<file path="config.mk">
export PLATFORM = sky130hd
export DESIGN_NAME = board_clear_ctrl_flat
export DESIGN_NICKNAME = d
export VERILOG_FILES = /design/src/rtl/board_clear_ctrl_if.sv /design/src/rtl/board_clear_ctrl.sv /design/src/flat_wrapper.sv
export SDC_FILE = /design/constraint.sdc
export NUM_CORES = 1
export LEC_CHECK = 0
export CELL_PAD_IN_SITES_DETAIL_PLACEMENT = 0
export CELL_PAD_IN_SITES_GLOBAL_PLACEMENT = 1
export CORE_UTILIZATION = 37
export DETAILED_ROUTE_END_ITERATION = 12
export GPL_TIMING_DRIVEN = 0
export PLACE_DENSITY_LB_ADDON = 0.1
export SETUP_SLACK_MARGIN = 0.1
export SYNTH_ARGS = -nofsm -noshare
export SYNTH_HDL_FRONTEND = slang
export SYNTH_SLANG_ARGS = --single-unit
</file>
<file path="constraint.sdc">
create_clock -name CLOCK_50 -period 2.75 [get_ports CLOCK_50]
set_clock_uncertainty 0.1 [all_clocks]
set_input_delay 0.55 -clock CLOCK_50 [delete_from_list [all_inputs] [get_ports CLOCK_50]]
set_output_delay 0.55 -clock CLOCK_50 [all_outputs]
set_load 0.02 [all_outputs]
</file>
<file path="src/rtl/board_clear_ctrl_if.sv">
// Board RAM access port: one registered-read address pair plus one write port.
// Used both for the game-logic side (slave) and the RAM side (master).
interface board_clear_ctrl_if #(
  parameter int unsigned X_W = 4,
  parameter int unsigned Y_W = 5
);
  logic [X_W-1:0] rx;
  logic [Y_W-1:0] ry;
  logic           rdata;
  logic           we;
  logic [X_W-1:0] wx;
  logic [Y_W-1:0] wy;
  logic           wdata;

  modport master (output rx, ry, we, wx, wy, wdata, input rdata);
  modport slave  (input rx, ry, we, wx, wy, wdata, output rdata);
endinterface

</file>
<file path="src/rtl/board_clear_ctrl.sv">
// Line-clear controller and board-RAM arbiter: removes full rows, compacts the rest downward.
// Optional BOARD_CLEAR_EARLY_EXIT_EN stops the scan at the first empty row and zero-fills from there.
module board_clear_ctrl #(
  parameter int unsigned COLS = 10,
  parameter int unsigned ROWS = 20,
  parameter int unsigned X_W  = 4,
  parameter int unsigned Y_W  = 5
) (
  input  logic                CLOCK_50,
  input  logic                reset,
  input  logic                start,
  output logic                busy,
  output logic                done,
  output logic [2:0]          lines_cleared,
  board_clear_ctrl_if.slave   gl,
  board_clear_ctrl_if.master  mem
);

  typedef enum logic [2:0] {StIdle, StRead, StEval, StCopy, StFill, StDone} state_e;

  localparam logic signed [Y_W:0] TopRow  = (Y_W + 1)'(ROWS - 1);
  localparam logic signed [Y_W:0] One     = (Y_W + 1)'(1);
  localparam logic [X_W:0]        ReadEnd = (X_W + 1)'(COLS);
  localparam logic [X_W:0]        LastCol = (X_W + 1)'(COLS - 1);

  state_e                state_q, state_d;
  logic signed [Y_W:0]   src_q, src_d;
  logic signed [Y_W:0]   dst_q, dst_d;
  logic [COLS-1:0]       rowbuf_q, rowbuf_d;
  logic [X_W:0]          col_q, col_d;
  logic [2:0]            lines_q, lines_d;
  logic                  fill_ok;
  logic                  cur_bit;

  logic [X_W-1:0]        ctl_rx;
  logic [Y_W-1:0]        ctl_ry;
  logic                  ctl_we;
  logic [X_W-1:0]        ctl_wx;
  logic [Y_W-1:0]        ctl_wy;
  logic                  ctl_wdata;

`ifdef BOARD_CLEAR_EARLY_EXIT_EN
  logic signed [Y_W:0]   floor_q, floor_d;
  assign fill_ok = (dst_q >= floor_q);
`else
  assign fill_ok = ~dst_q[Y_W];
`endif

  assign busy          = (state_q != StIdle);
  assign lines_cleared = lines_q;

  always_comb begin
    cur_bit = 1'b0;
    for (int unsigned k = 0; k < COLS; k++) begin
      if (col_q == (X_W + 1)'(k)) cur_bit = rowbuf_q[k];
    end
  end

  always_comb begin
    state_d   = state_q;
    src_d     = src_q;
    dst_d     = dst_q;
    rowbuf_d  = rowbuf_q;
    col_d     = col_q;
    lines_d   = lines_q;
`ifdef BOARD_CLEAR_EARLY_EXIT_EN
    floor_d   = floor_q;
`endif
    done      = 1'b0;
    ctl_rx    = col_q[X_W-1:0];
    ctl_ry    = src_q[Y_W-1:0];
    ctl_we    = 1'b0;
    ctl_wx    = col_q[X_W-1:0];
    ctl_wy    = dst_q[Y_W-1:0];
    ctl_wdata = 1'b0;

    unique case (state_q)
      StIdle: begin
        if (start) begin
          src_d   = TopRow;
          dst_d   = TopRow;
          lines_d = '0;
          col_d   = '0;
`ifdef BOARD_CLEAR_EARLY_EXIT_EN
          floor_d = '0;
`endif
          state_d = StRead;
        end
      end
      StRead: begin
        // Data for column k arrives while col_q is k+1.
        for (int unsigned k = 0; k < COLS; k++) begin
          if (col_q == (X_W + 1)'(k + 1)) rowbuf_d[k] = mem.rdata;
        end
        if (col_q == ReadEnd) begin
          col_d   = '0;
          state_d = StEval;
        end else begin
          col_d = col_q + 1'b1;
        end
      end
      StEval: begin
        if (&rowbuf_q) begin
          if (lines_q != 3'd7) lines_d = lines_q + 3'd1;
          src_d   = src_q - One;
          state_d = src_d[Y_W] ? StFill : StRead;
`ifdef BOARD_CLEAR_EARLY_EXIT_EN
        end else if (rowbuf_q == '0) begin
          floor_d = src_q;
          state_d = StFill;
`endif
        end else if (dst_q == src_q) begin
          dst_d   = dst_q - One;
          src_d   = src_q - One;
          state_d = src_d[Y_W] ? StFill : StRead;
        end else begin
          state_d = StCopy;
        end
      end
      StCopy: begin
        ctl_we    = 1'b1;
        ctl_wdata = cur_bit;
        if (col_q == LastCol) begin
          col_d   = '0;
          dst_d   = dst_q - One;
          src_d   = src_q - One;
          state_d = src_d[Y_W] ? StFill : StRead;
        end else begin
          col_d = col_q + 1'b1;
        end
      end
      StFill: begin
        if (fill_ok) begin
          ctl_we = 1'b1;
          if (col_q == LastCol) begin
            col_d = '0;
            dst_d = dst_q - One;
          end else begin
            col_d = col_q + 1'b1;
          end
        end else begin
          state_d = StDone;
        end
      end
      StDone: begin
        done    = 1'b1;
        state_d = StIdle;
      end
      default: state_d = StIdle;
    endcase
  end

  // Game logic sees a dead port while the pass owns the RAM.
  always_comb begin
    if (busy) begin
      mem.rx    = ctl_rx;
      mem.ry    = ctl_ry;
      mem.we    = ctl_we;
      mem.wx    = ctl_wx;
      mem.wy    = ctl_wy;
      mem.wdata = ctl_wdata;
      gl.rdata  = 1'b0;
    end else begin
      mem.rx    = gl.rx;
      mem.ry    = gl.ry;
      mem.we    = gl.we;
      mem.wx    = gl.wx;
      mem.wy    = gl.wy;
      mem.wdata = gl.wdata;
      gl.rdata  = mem.rdata;
    end
  end

  always_ff @(posedge CLOCK_50) begin
    if (reset) begin
      state_q  <= StIdle;
      src_q    <= TopRow;
      dst_q    <= TopRow;
      rowbuf_q <= '0;
      col_q    <= '0;
      lines_q  <= '0;
`ifdef BOARD_CLEAR_EARLY_EXIT_EN
      floor_q  <= '0;
`endif
    end else begin
      state_q  <= state_d;
      src_q    <= src_d;
      dst_q    <= dst_d;
      rowbuf_q <= rowbuf_d;
      col_q    <= col_d;
      lines_q  <= lines_d;
`ifdef BOARD_CLEAR_EARLY_EXIT_EN
      floor_q  <= floor_d;
`endif
    end
  end

endmodule

</file>
<file path="src/flat_wrapper.sv">
// flat-port wrapper written by rule: the top's interface ports become plain ports
module board_clear_ctrl_flat 
#(
  parameter int unsigned COLS = 10,
  parameter int unsigned ROWS = 20,
  parameter int unsigned X_W  = 4,
  parameter int unsigned Y_W  = 5
)
  (CLOCK_50, reset, start, busy, done, lines_cleared, gl_rx, gl_ry, gl_we, gl_wx, gl_wy, gl_wdata, gl_rdata, mem_rx, mem_ry, mem_we, mem_wx, mem_wy, mem_wdata, mem_rdata);
  board_clear_ctrl_if #(.X_W(X_W), .Y_W(Y_W)) gl_i ();
  board_clear_ctrl_if #(.X_W(X_W), .Y_W(Y_W)) mem_i ();
  input  logic CLOCK_50;
  input  logic reset;
  input  logic start;
  output logic busy;
  output logic done;
  output logic [2:0] lines_cleared;
  input wire logic [$bits(gl_i.rx)-1:0] gl_rx;
  input wire logic [$bits(gl_i.ry)-1:0] gl_ry;
  input wire logic [$bits(gl_i.we)-1:0] gl_we;
  input wire logic [$bits(gl_i.wx)-1:0] gl_wx;
  input wire logic [$bits(gl_i.wy)-1:0] gl_wy;
  input wire logic [$bits(gl_i.wdata)-1:0] gl_wdata;
  output wire logic [$bits(gl_i.rdata)-1:0] gl_rdata;
  output wire logic [$bits(mem_i.rx)-1:0] mem_rx;
  output wire logic [$bits(mem_i.ry)-1:0] mem_ry;
  output wire logic [$bits(mem_i.we)-1:0] mem_we;
  output wire logic [$bits(mem_i.wx)-1:0] mem_wx;
  output wire logic [$bits(mem_i.wy)-1:0] mem_wy;
  output wire logic [$bits(mem_i.wdata)-1:0] mem_wdata;
  input wire logic [$bits(mem_i.rdata)-1:0] mem_rdata;
  assign gl_i.rx = gl_rx;
  assign gl_i.ry = gl_ry;
  assign gl_i.we = gl_we;
  assign gl_i.wx = gl_wx;
  assign gl_i.wy = gl_wy;
  assign gl_i.wdata = gl_wdata;
  assign gl_rdata = gl_i.rdata;
  assign mem_rx = mem_i.rx;
  assign mem_ry = mem_i.ry;
  assign mem_we = mem_i.we;
  assign mem_wx = mem_i.wx;
  assign mem_wy = mem_i.wy;
  assign mem_wdata = mem_i.wdata;
  assign mem_i.rdata = mem_rdata;
  board_clear_ctrl #(.COLS(COLS), .ROWS(ROWS), .X_W(X_W), .Y_W(Y_W)) u_core (.CLOCK_50(CLOCK_50), .reset(reset), .start(start), .busy(busy), .done(done), .lines_cleared(lines_cleared), .gl(gl_i), .mem(mem_i));
endmodule
</file>
Word-level counts from Yosys, hierarchy flattened. Index checks and enable logic that the tools add are counted.

Input bits: 24. Logic and storage cells: 121. Output and inout bits: 26. Register bits after elaboration: 33.

Mux-type cells: 49. Reduce and logical (&&, ||, !) cells: 24. $add $sub $neg: 4. Equal/unequal tests: 28.

Operator list (count): 6-bit two-way mux (9); 3-bit two-way mux (10); 5-bit two-way mux (6); 6-bit one-hot mux with 4 select lines (1); 5-bit by 3-bit equality test with 1-bit output (second input constant) (4); 5-bit one-hot mux with 4 select lines (1); 2-bit AND reduction (10); 6-bit one-hot mux with 3 select lines (1); 1-bit two-way mux (16); 5-bit by 4-bit equality test with 1-bit output (second input constant) (3); 3-bit one-hot mux with 5 select lines (1); 2-bit by 1-bit != test with 1-bit output (second input constant) (7); 4-bit AND reduction (3); 6-bit by 2-bit subtractor with 6-bit output (second input constant) (2); 5-bit by 2-bit equality test with 1-bit output (second input constant) (2); 10-bit AND reduction (1); 4-bit two-way mux (2); 4-bit nonzero test (2); 7-bit AND reduction (1); 3-bit by 2-bit equality test with 1-bit output (second input constant) (2); 3-bit equality test (second input constant) (2); 6-bit equality test (1); 2-bit != test (second input constant) (3); 3-bit one-hot mux with 2 select lines (1); 13 further kinds (14).

Depth between registers and ports, before layout. Gate-level depths: netlist of the first run.

Word-level depth: 13. Depth in mapped cells: 9. Gate-level depth less buffers: 7.

Least setup slack after synthesis of the first run. OpenSTA, ideal clock, no wires.

Path type: register to output. Start: reg u_core.col_q[0]. End: out mem_wdata. Path buffers: 0. Slack: 0.458 ns. Stages on the path, launching flop included: 8. Required time: 2.100 ns. Data arrival time: 1.642 ns. Cells stage by stage: dfxtp_1 > inv_1 > ha_1 > and3b_1 > a21oi_1 > o21ai_0 > mux2_2 > a211o_1.

Longest elaborated chain between the ends: 13. Elaborated cells between the ends (all ways): 22. Classes of those cells: eq/ne: 9; mux: 12; reduce/logical: 1.

RTL lines: start, declared (RTL line board_clear_ctrl.sv:30) `logic [X_W:0] col_q, col_d;`; start signal, assigned (RTL line board_clear_ctrl.sv:190) `col_q <= col_d;`; 5-bit logical NOT (RTL line board_clear_ctrl.sv:55) `if (col_q == (X_W + 1)'(k)) cur_bit = rowbuf_q[k];`; 1-bit two-way mux (9 in series) (RTL line board_clear_ctrl.sv:55); 1-bit two-way mux * (RTL line board_clear_ctrl.sv:55); 1-bit two-way mux * (RTL line board_clear_ctrl.sv:77) `unique case (state_q)`; 1-bit two-way mux * (RTL line board_clear_ctrl.sv:155) `if (busy) begin`; end, declared (RTL line flat_wrapper.sv:30) `output wire logic [$bits(mem_i.wdata)-1:0] mem_wdata;`.

Mark *: on every way between the ends. The rest lies on a longest branch, timed or not.

Final worst setup path of the first run. Ends and elaborated chain as after synthesis.

==> results by group, run 1 <==
GRT
  • GRT Resource Usage Total: 21.0%
  • Vias in the first global route: 2382
  • First-pass GRT wire length: 11800 um
  • Initial antenna violation count: 0
  • Aggregate global routing overflow: 0
  • Largest net degree at the start of global routing: 11

Logic synthesis
  • Async SR Flop Fraction: 0%
  • Netlist cell types: 53
  • Post-synth EDFFs: 0
  • Syn Nets: 367
  • Main synth FF type: dfxtp_1
  • Post-Syn Area per Cell: 7.37 um^2
  • Yosys reg bits: 33
  • Yosys warns: 0
  • Synth Instances: 335
  • Mapped cell area: 2470 um^2
  • Share of the yosys chip area belonging to registers: 26.7%

STA
  • Tmin final: 2.66 ns
  • Sum Neg Setup Slack: 0 ns
  • Pins Over Slew Limit: 0
  • RSZ-0062 raised after global routing: true
  • Rel. slew slack: 57.3%
  • Final Hold Fails: 0
  • Highest Clock Rate: 377 MHz
  • Final Cycle Share: 96.6%
  • Setup violators final: 0
  • Slew of the pin with the lowest slew margin: 0.637 ns

Floorplanning
  • Top-level port count: 50
  • Die H: 83.7 um
  • Initial Utilization: 38.7%
  • Die X: 83.7 um
  • Cell Rows: 29
  • Core area: 6390 um^2
  • Die Area: 7010 um^2

Drt
  • Via count: 2563
  • Final ANT Viol Nets: 0
  • First-pass iteration count of the detailed router: 4
  • DRT iter0 DRCs: 133
  • Routed wire length: 7100 um
  • # DRC: 0
  • DR vias/cell: 5.41
  • Routed WL per cell: 15.0 um

Setup path
  • Worst Setup SP: u_core.col_q[0]
  • CP most frequent cell: a21oi_1
  • FF-to-FF Start: u_core.col_q[1]
  • WP data arrival: 2.01 ns
  • CP required: 2.10 ns
  • R2R Path End: u_core.src_q[3]
  • Crit path max fanout: 10
  • Worst path depth: 9
  • Register-to-Register Path Depth: 10
  • Worst setup SP type: flop
  • Reg-to-reg setup timing slack: 0.27 ns
  • Crit path kind: reg -> out
  • Largest stage delay on the critical path: 0.38 ns
  • Slowest CP cell: dfxtp_4
  • Critical path buffers and inverters: 3
  • Worst setup path end: mem_wdata
  • Crit end category: primary output
  • Crit path max-delay family: compound AO/OA/AOI/OAI gates
  • Crit path cell chain: inv_1 -> ha_1 -> clkbuf_8 -> a21oi_1 -> a21oi_1 -> o21ai_1 -> a211oi_1 -> a211o_1 -> buf_6

Finish
  • Synthesis-to-layout area growth: 34.5%
  • Diode count: 0
  • Final Util: 52.0%
  • Nets: 428
  • Layout cell share with drive strength beyond 1: 15.6%
  • Commonest non-fill, non-tap cell in the layout: nand2_1
  • Layout Cells excl Fill: 474
  • Most frequent cells in the layout: nand2_1, dfxtp_1, clkdlybuf4s50_1

Placed design
  • Placed cells: 460
  • Port Buffer Count: 48
  • Final GP Congestion: 0.874
  • HPWL Detailed: 5240 um

Clock tree
  • CTS Buf Count: 5
  • Clk_lat worst skew: 0.30 ns
  • Clock slew at reported path FFs: 0.07 ns
  • Max clock buf depth: 2
  • # hold bufs at CTS: 0
  • CTS H-tree depth: 2
  • Root buf cell: clkbuf_8
  • CTS tree: done
  • TritonCTS Sinks: 33

Power
  • Max rail drop VDD: 485 uV
  • LEAKAGE: 0.00140 uW
  • Cell Pwr Density: 859 nW/um^2

Min path
  • Min-Delay Path Class: reg -> reg

Run status
  • Status: finished, final reports clean

Flow run
  • Total of max-cap violations: 0
cells in the mapped netlist, types with 2 or more instances:
master,instances,area share (%)
a21oi_1,23,4.7
buf_6,2,0.91
buf_4,3,0.91
dfxtp_1,33,27
o31ai_1,4,1.2
or2_2,3,0.76
a21o_1,2,0.61
nand2b_1,4,1.0
nor3_1,7,1.4
nand2_1,74,11
xor2_1,8,2.8
nor2_1,22,3.3
or3b_2,4,1.4
nor4_1,3,0.76
a31oi_1,5,1.3
o21ai_0,18,3.6
clkbuf_1,12,1.8
a211oi_1,5,1.5
inv_1,12,1.8
a2bb2oi_1,2,0.71
or4_1,7,2.1
or3_1,4,1.0
nand4_1,3,0.76
nor3b_1,4,1.2
nand3b_1,5,1.5
a211o_1,2,0.71
ha_1,8,4.1
mux2i_1,13,5.3
or3_2,2,0.61
nand3_1,10,2.0
buf_2,2,0.41
a21boi_0,2,0.61
and3_1,2,0.51
nor2b_1,5,1.3
o2111ai_1,2,0.71
worst min-delay path by stage:
stage | from | end | slack (ns) | depth (start not counted)
floorplan | u_core.rowbuf_q[9] | u_core.rowbuf_q[9] | 0.35 | 2
global placement | u_core.rowbuf_q[7] | u_core.rowbuf_q[7] | 0.37 | 2
detailed placement | u_core.rowbuf_q[7] | u_core.rowbuf_q[7] | 0.37 | 2
CTS | u_core.rowbuf_q[7] | u_core.rowbuf_q[7] | 0.38 | 2
global route | u_core.rowbuf_q[9] | u_core.rowbuf_q[9] | 0.42 | 2
finish | u_core.rowbuf_q[7] | u_core.rowbuf_q[7] | 0.38 | 2
registers in the layout (all words and copies together) (netlist names):
| name | count |
|---|---|
| u_core.rowbuf_q | 10 |
| u_core.dst_q | 6 |
| u_core.src_q | 6 |
| u_core.col_q | 5 |
| u_core.lines_cleared | 3 |
| u_core.state_q | 3 |
cell type report:
class,count,area [um^2]
Fill cell,637,3060
Timing Repair Buffer,54,534
Clock buffer,7,86.3
Multi-Input combinational cell,270,1710
Buffer,20,153
Tap cell,77,96.3
Inverter,12,47.5
Sequential cell,33,669
Clock inverter,1,30.0
worst reg2reg max path: stages, from the launching register on:
cell and delay (ns):
dfxtp_4 0.37, inv_4 0.07, ha_4 0.12, buf_6 0.12
buf_4 0.14, and4bb_4 0.28, o22ai_2 0.09, or3_1 0.32
buf_2 0.19, or4_1 0.48, a21boi_1 0.14
kinds of logic after synthesis:
logic type	share of synthesized area, %
compound gates	19.0
xor+xnor	2.84
fa+ha+maj	4.05
simple gates	35.2
buf+inv	6.43
mux	5.72
flops	26.7
timing repair:
item | in CTS | in global routing
setup buffers | 6 | 0
pin swaps | 2 | 2
resized for setup | 71 | 12
setup endpoints to repair | 21 | 21
layer usage:
metal | wire length (um) | track usage [%]
met3 | 345 | 2.67
met5 | 0 | 0
met4 | 159 | 8.94
met1 | 3580 | 29.6
met2 | 3010 | 32.3
metrics by stage:
stage / cell area [um^2] / hold slack [ns] / total power (uW) / worst slack, ns
final: 3320 / 0.383 / 2850 / 0.0945
after global routing: 3320 / 0.422 / 3060 / -0.00344
after CTS: 3300 / 0.384 / 2860 / 0.0741
after detailed placement: 3050 / 0.374 / 2280 / -0.353
after global placement: 3050 / 0.370 / 2270 / -0.325
after floorplan: 2470 / 0.350 / 1650 / 0.458
report_power, final:
group | total [uW] | internal (uW) | leakage, uW | switching (uW)
clock network | 489 | 296 | 0.0000585 | 194
registers | 592 | 527 | 0.000269 | 64.4
logic | 1770 | 761 | 0.00108 | 1010
total | 2850 | 1580 | 0.00140 | 1270
Power figures use the tool's default switching activity.
==> run 2: changes to the inputs <==
--- a/config.mk
+++ b/config.mk
@@ -8,6 +8,7 @@
 export CELL_PAD_IN_SITES_DETAIL_PLACEMENT = 0
 export CELL_PAD_IN_SITES_GLOBAL_PLACEMENT = 1
 export CORE_UTILIZATION = 37
+export CTS_CLUSTER_SIZE = 30
 export DETAILED_ROUTE_END_ITERATION = 12
 export GPL_TIMING_DRIVEN = 0
 export PLACE_DENSITY_LB_ADDON = 0.1
==> results of run 2 <==
The final DEF is identical to that of run 1; final timing and power are the same.
==> run 3: changes to the inputs <==
--- a/config.mk
+++ b/config.mk
@@ -7,6 +7,7 @@
 export LEC_CHECK = 0
 export CELL_PAD_IN_SITES_DETAIL_PLACEMENT = 0
 export CELL_PAD_IN_SITES_GLOBAL_PLACEMENT = 1
+export CORE_MARGIN = 5
 export CORE_UTILIZATION = 37
 export CTS_CLUSTER_SIZE = 30
 export DETAILED_ROUTE_END_ITERATION = 12
==> run 3 against run 2 <==
  * Via count down 0.12%
  * Combinational power hardly changed
  * Global-route usage fell by 3.4 points
  * Sequential share of layout area grew 0.15 points
  * Largest cell class unchanged
  * Critical path type unchanged
  * Final area is 0.94% lower
  * Power fell by 4.0%
  * Count of clock-buffer cells in the layout is the same
  * Die area up 20%
  * Cell count is 0.84% higher
  * Setup slack lost 0.023 ns
  * Hold slack got worse by 0.0012 ns
==> results by group, run 3 (same netlist as run 1, synthesis figures left out) <==
Setup path
  • Register-to-Register Path Depth: 8 (-2)
  • Reg-to-reg setup timing slack: 0.39 ns (+0.12 ns)
  • Worst setup SP type: flop
  • WP data arrival: 2.03 ns (+0.02 ns)
  • Crit path kind: reg -> out
  • Crit end category: primary output
  • CP required: 2.10 ns (about the same)
  • Crit path max fanout: 8 (-2)

Power
  • Cell Pwr Density: 833 nW/um^2 (-3.1%)
  • LEAKAGE: 0.00141 uW (+0.36%)
  • Power, Total: 2740 uW (-4.0%)
  • Max rail drop VDD: 237 uV (-51%)

Floorplanning
  • Die H: 91.7 um (+9.6%)
  • Initial Utilization: 38.5% (-0.22 points)
  • Cell Rows: 29 (unchanged)
  • Die X: 91.7 um (+9.6%)
  • Top-level port count: 50 (unchanged)
  • Core area: 6420 um^2 (+0.57%)
  • Die Area: 8410 um^2 (+20%)

Clock tree
  • Root buf cell: clkbuf_8
  • CTS tree: done
  • Clock slew at reported path FFs: 0.07 ns (about the same)
  • TritonCTS Sinks: 33 (unchanged)
  • CTS Buf Count: 5 (unchanged)
  • CTS H-tree depth: 2 (unchanged)
  • Max clock buf depth: 2 (unchanged)
  • # hold bufs at CTS: 0 (unchanged)
  • Clk_lat worst skew: 0.29 ns (about the same)

Finish
  • Post-Layout Inst Area: 3290 um^2 (-0.94%)
  • Most frequent cells in the layout: nand2_1, dfxtp_1, clkdlybuf4s50_1
  • Top flop regs: u_core.rowbuf_q: 10 flops, u_core.dst_q: 6 flops, u_core.src_q: 6 flops
  • Diode count: 0 (unchanged)
  • Multi-input logic area: 1730 um^2 (+1.2%)
  • Register area: 668 um^2 (-0.19%)
  • Synthesis-to-layout area growth: 33.2%
  • Commonest non-fill, non-tap cell in the layout: nand2_1
  • Final Util: 51.2% (-0.78 points)
  • Most flop-heavy register: u_core.rowbuf_q
  • Nets: 433 (+1.2%)
  • Fill cells: 673 (+5.7%)
  • Max reg flops: 10 (unchanged)
  • Layout cell share with drive strength beyond 1: 16.7% (+1.1 points)

Run status
  • Status: finished, final reports clean

Drt
  • # DRC: 0 (unchanged)
  • DRT iter0 DRCs: 144 (+8.3%)
  • Routed WL per cell: 15.7 um (+4.7%)
  • Routed wire length: 7490 um (+5.5%)
  • First-pass iteration count of the detailed router: 4 (unchanged)
  • DR vias/cell: 5.36 (-0.95%)
  • Final ANT Viol Nets: 0 (unchanged)
  • Via count: 2560 (-0.12%)

GRT
  • Initial antenna violation count: 0 (unchanged)
  • Vias in the first global route: 2387 (+0.21%)
  • First-pass GRT wire length: 12200 um (+3.3%)
  • Aggregate global routing overflow: 0 (unchanged)
  • Largest net degree at the start of global routing: 11 (unchanged)
  • GRT Resource Usage Total: 17.6% (-3.4 points)

STA
  • Final worst slack: 0.0719 ns (-0.0226 ns)
  • RSZ-0062 raised after global routing: true
  • Rel. slew slack: 56.5% (-0.75 points)
  • Highest Clock Rate: 373 MHz (-0.84%)
  • Final Cycle Share: 97.4% (+0.82 points)
  • Setup violators final: 0 (unchanged)
  • Pins Over Slew Limit: 0 (unchanged)
  • Final Hold Fails: 0 (unchanged)
  • Sum Neg Setup Slack: 0 ns (unchanged)
  • Tmin final: 2.68 ns (+0.0226 ns)
  • Slew of the pin with the lowest slew margin: 0.646 ns (+0.00911 ns)

Min path
  • Hold Path Stages: 2 (unchanged)
  • Min-Delay Path Class: reg -> reg

Placed design
  • HPWL Detailed: 5410 um (+3.2%)
  • Final GP Congestion: 0.846 (-3.2%)
  • Port Buffer Count: 48 (unchanged)
  • Placement Setup Slack: -0.321 ns (+0.0320 ns)
  • Cell Area, Placed: 3050 um^2 (unchanged)

Flow run
  • Total of max-cap violations: 0 (unchanged)
run 3: changes by cell type in the layout (fill, tap and decap cells not counted), sizes merged:
cell,previous run,this run
clkbuf,21,24
clkdlybuf4s15,12,6
dlygate4sd2,7,9
inv,12,11
clkinvlp,0,1
buf,14,20
bufinv,1,0
run 3: critical path, stage by stage (launching register included):
cell	delay (ns)
dfxtp_4	0.39
clkinvlp_4	0.12
buf_4	0.15
ha_4	0.18
a21oi_1	0.12
a21oi_1	0.09
o21ai_1	0.17
a211oi_2	0.09
a211o_1	0.29
buf_6	0.14
run 3: through the flow:
stage	hold slack [ns]	std cells
2_1_floorplan	0.350	335
3_3_place_gp	0.368	460
3_5_place_dp	0.374	460
4_1_cts	0.384	471
5_1_grt	0.407	478
6_report	0.382	478
run 3: area by class of cell:
class	instances	area share (%)
Buffer	19	3.88
Clock buffer	7	2.62
Inverter	12	1.56
Multi-Input combinational cell	270	52.4
Sequential cell	33	20.3
Tap cell	77	2.93
Timing Repair Buffer	60	16.3
run 3: path summary, 6_finish.rpt:
kind / end / startpoint
setup reg to reg: u_core.dst_q[4] / u_core.col_q[1]
setup / recovery: mem_wdata / u_core.col_q[0]
hold / removal: u_core.rowbuf_q[9] / u_core.rowbuf_q[9]
hold reg to reg: u_core.rowbuf_q[9] / u_core.rowbuf_q[9]
run 3: timing repair:
action	4_1_cts	5_1_grt
endpoints found under the setup margin	21	18
pin swaps	2	5
gates cloned	1	0
setup buffers	4	7
resized for setup	50	25
run 3: report_power, final:
part	total [uW]	internal [uW]	switching [uW]
Combinational	1760	720	1040
Sequential	592	527	64.6
Clock	384	199	185
run 3: layer usage:
metal	GRT usage, %	up-vias	part of all wire (%)
met2	25.6	75	40
met1	26.2	1171	52
met5	0	-	0
met4	4.58	0	1.3
met3	3.85	9	6.3
li1	-	1305	-
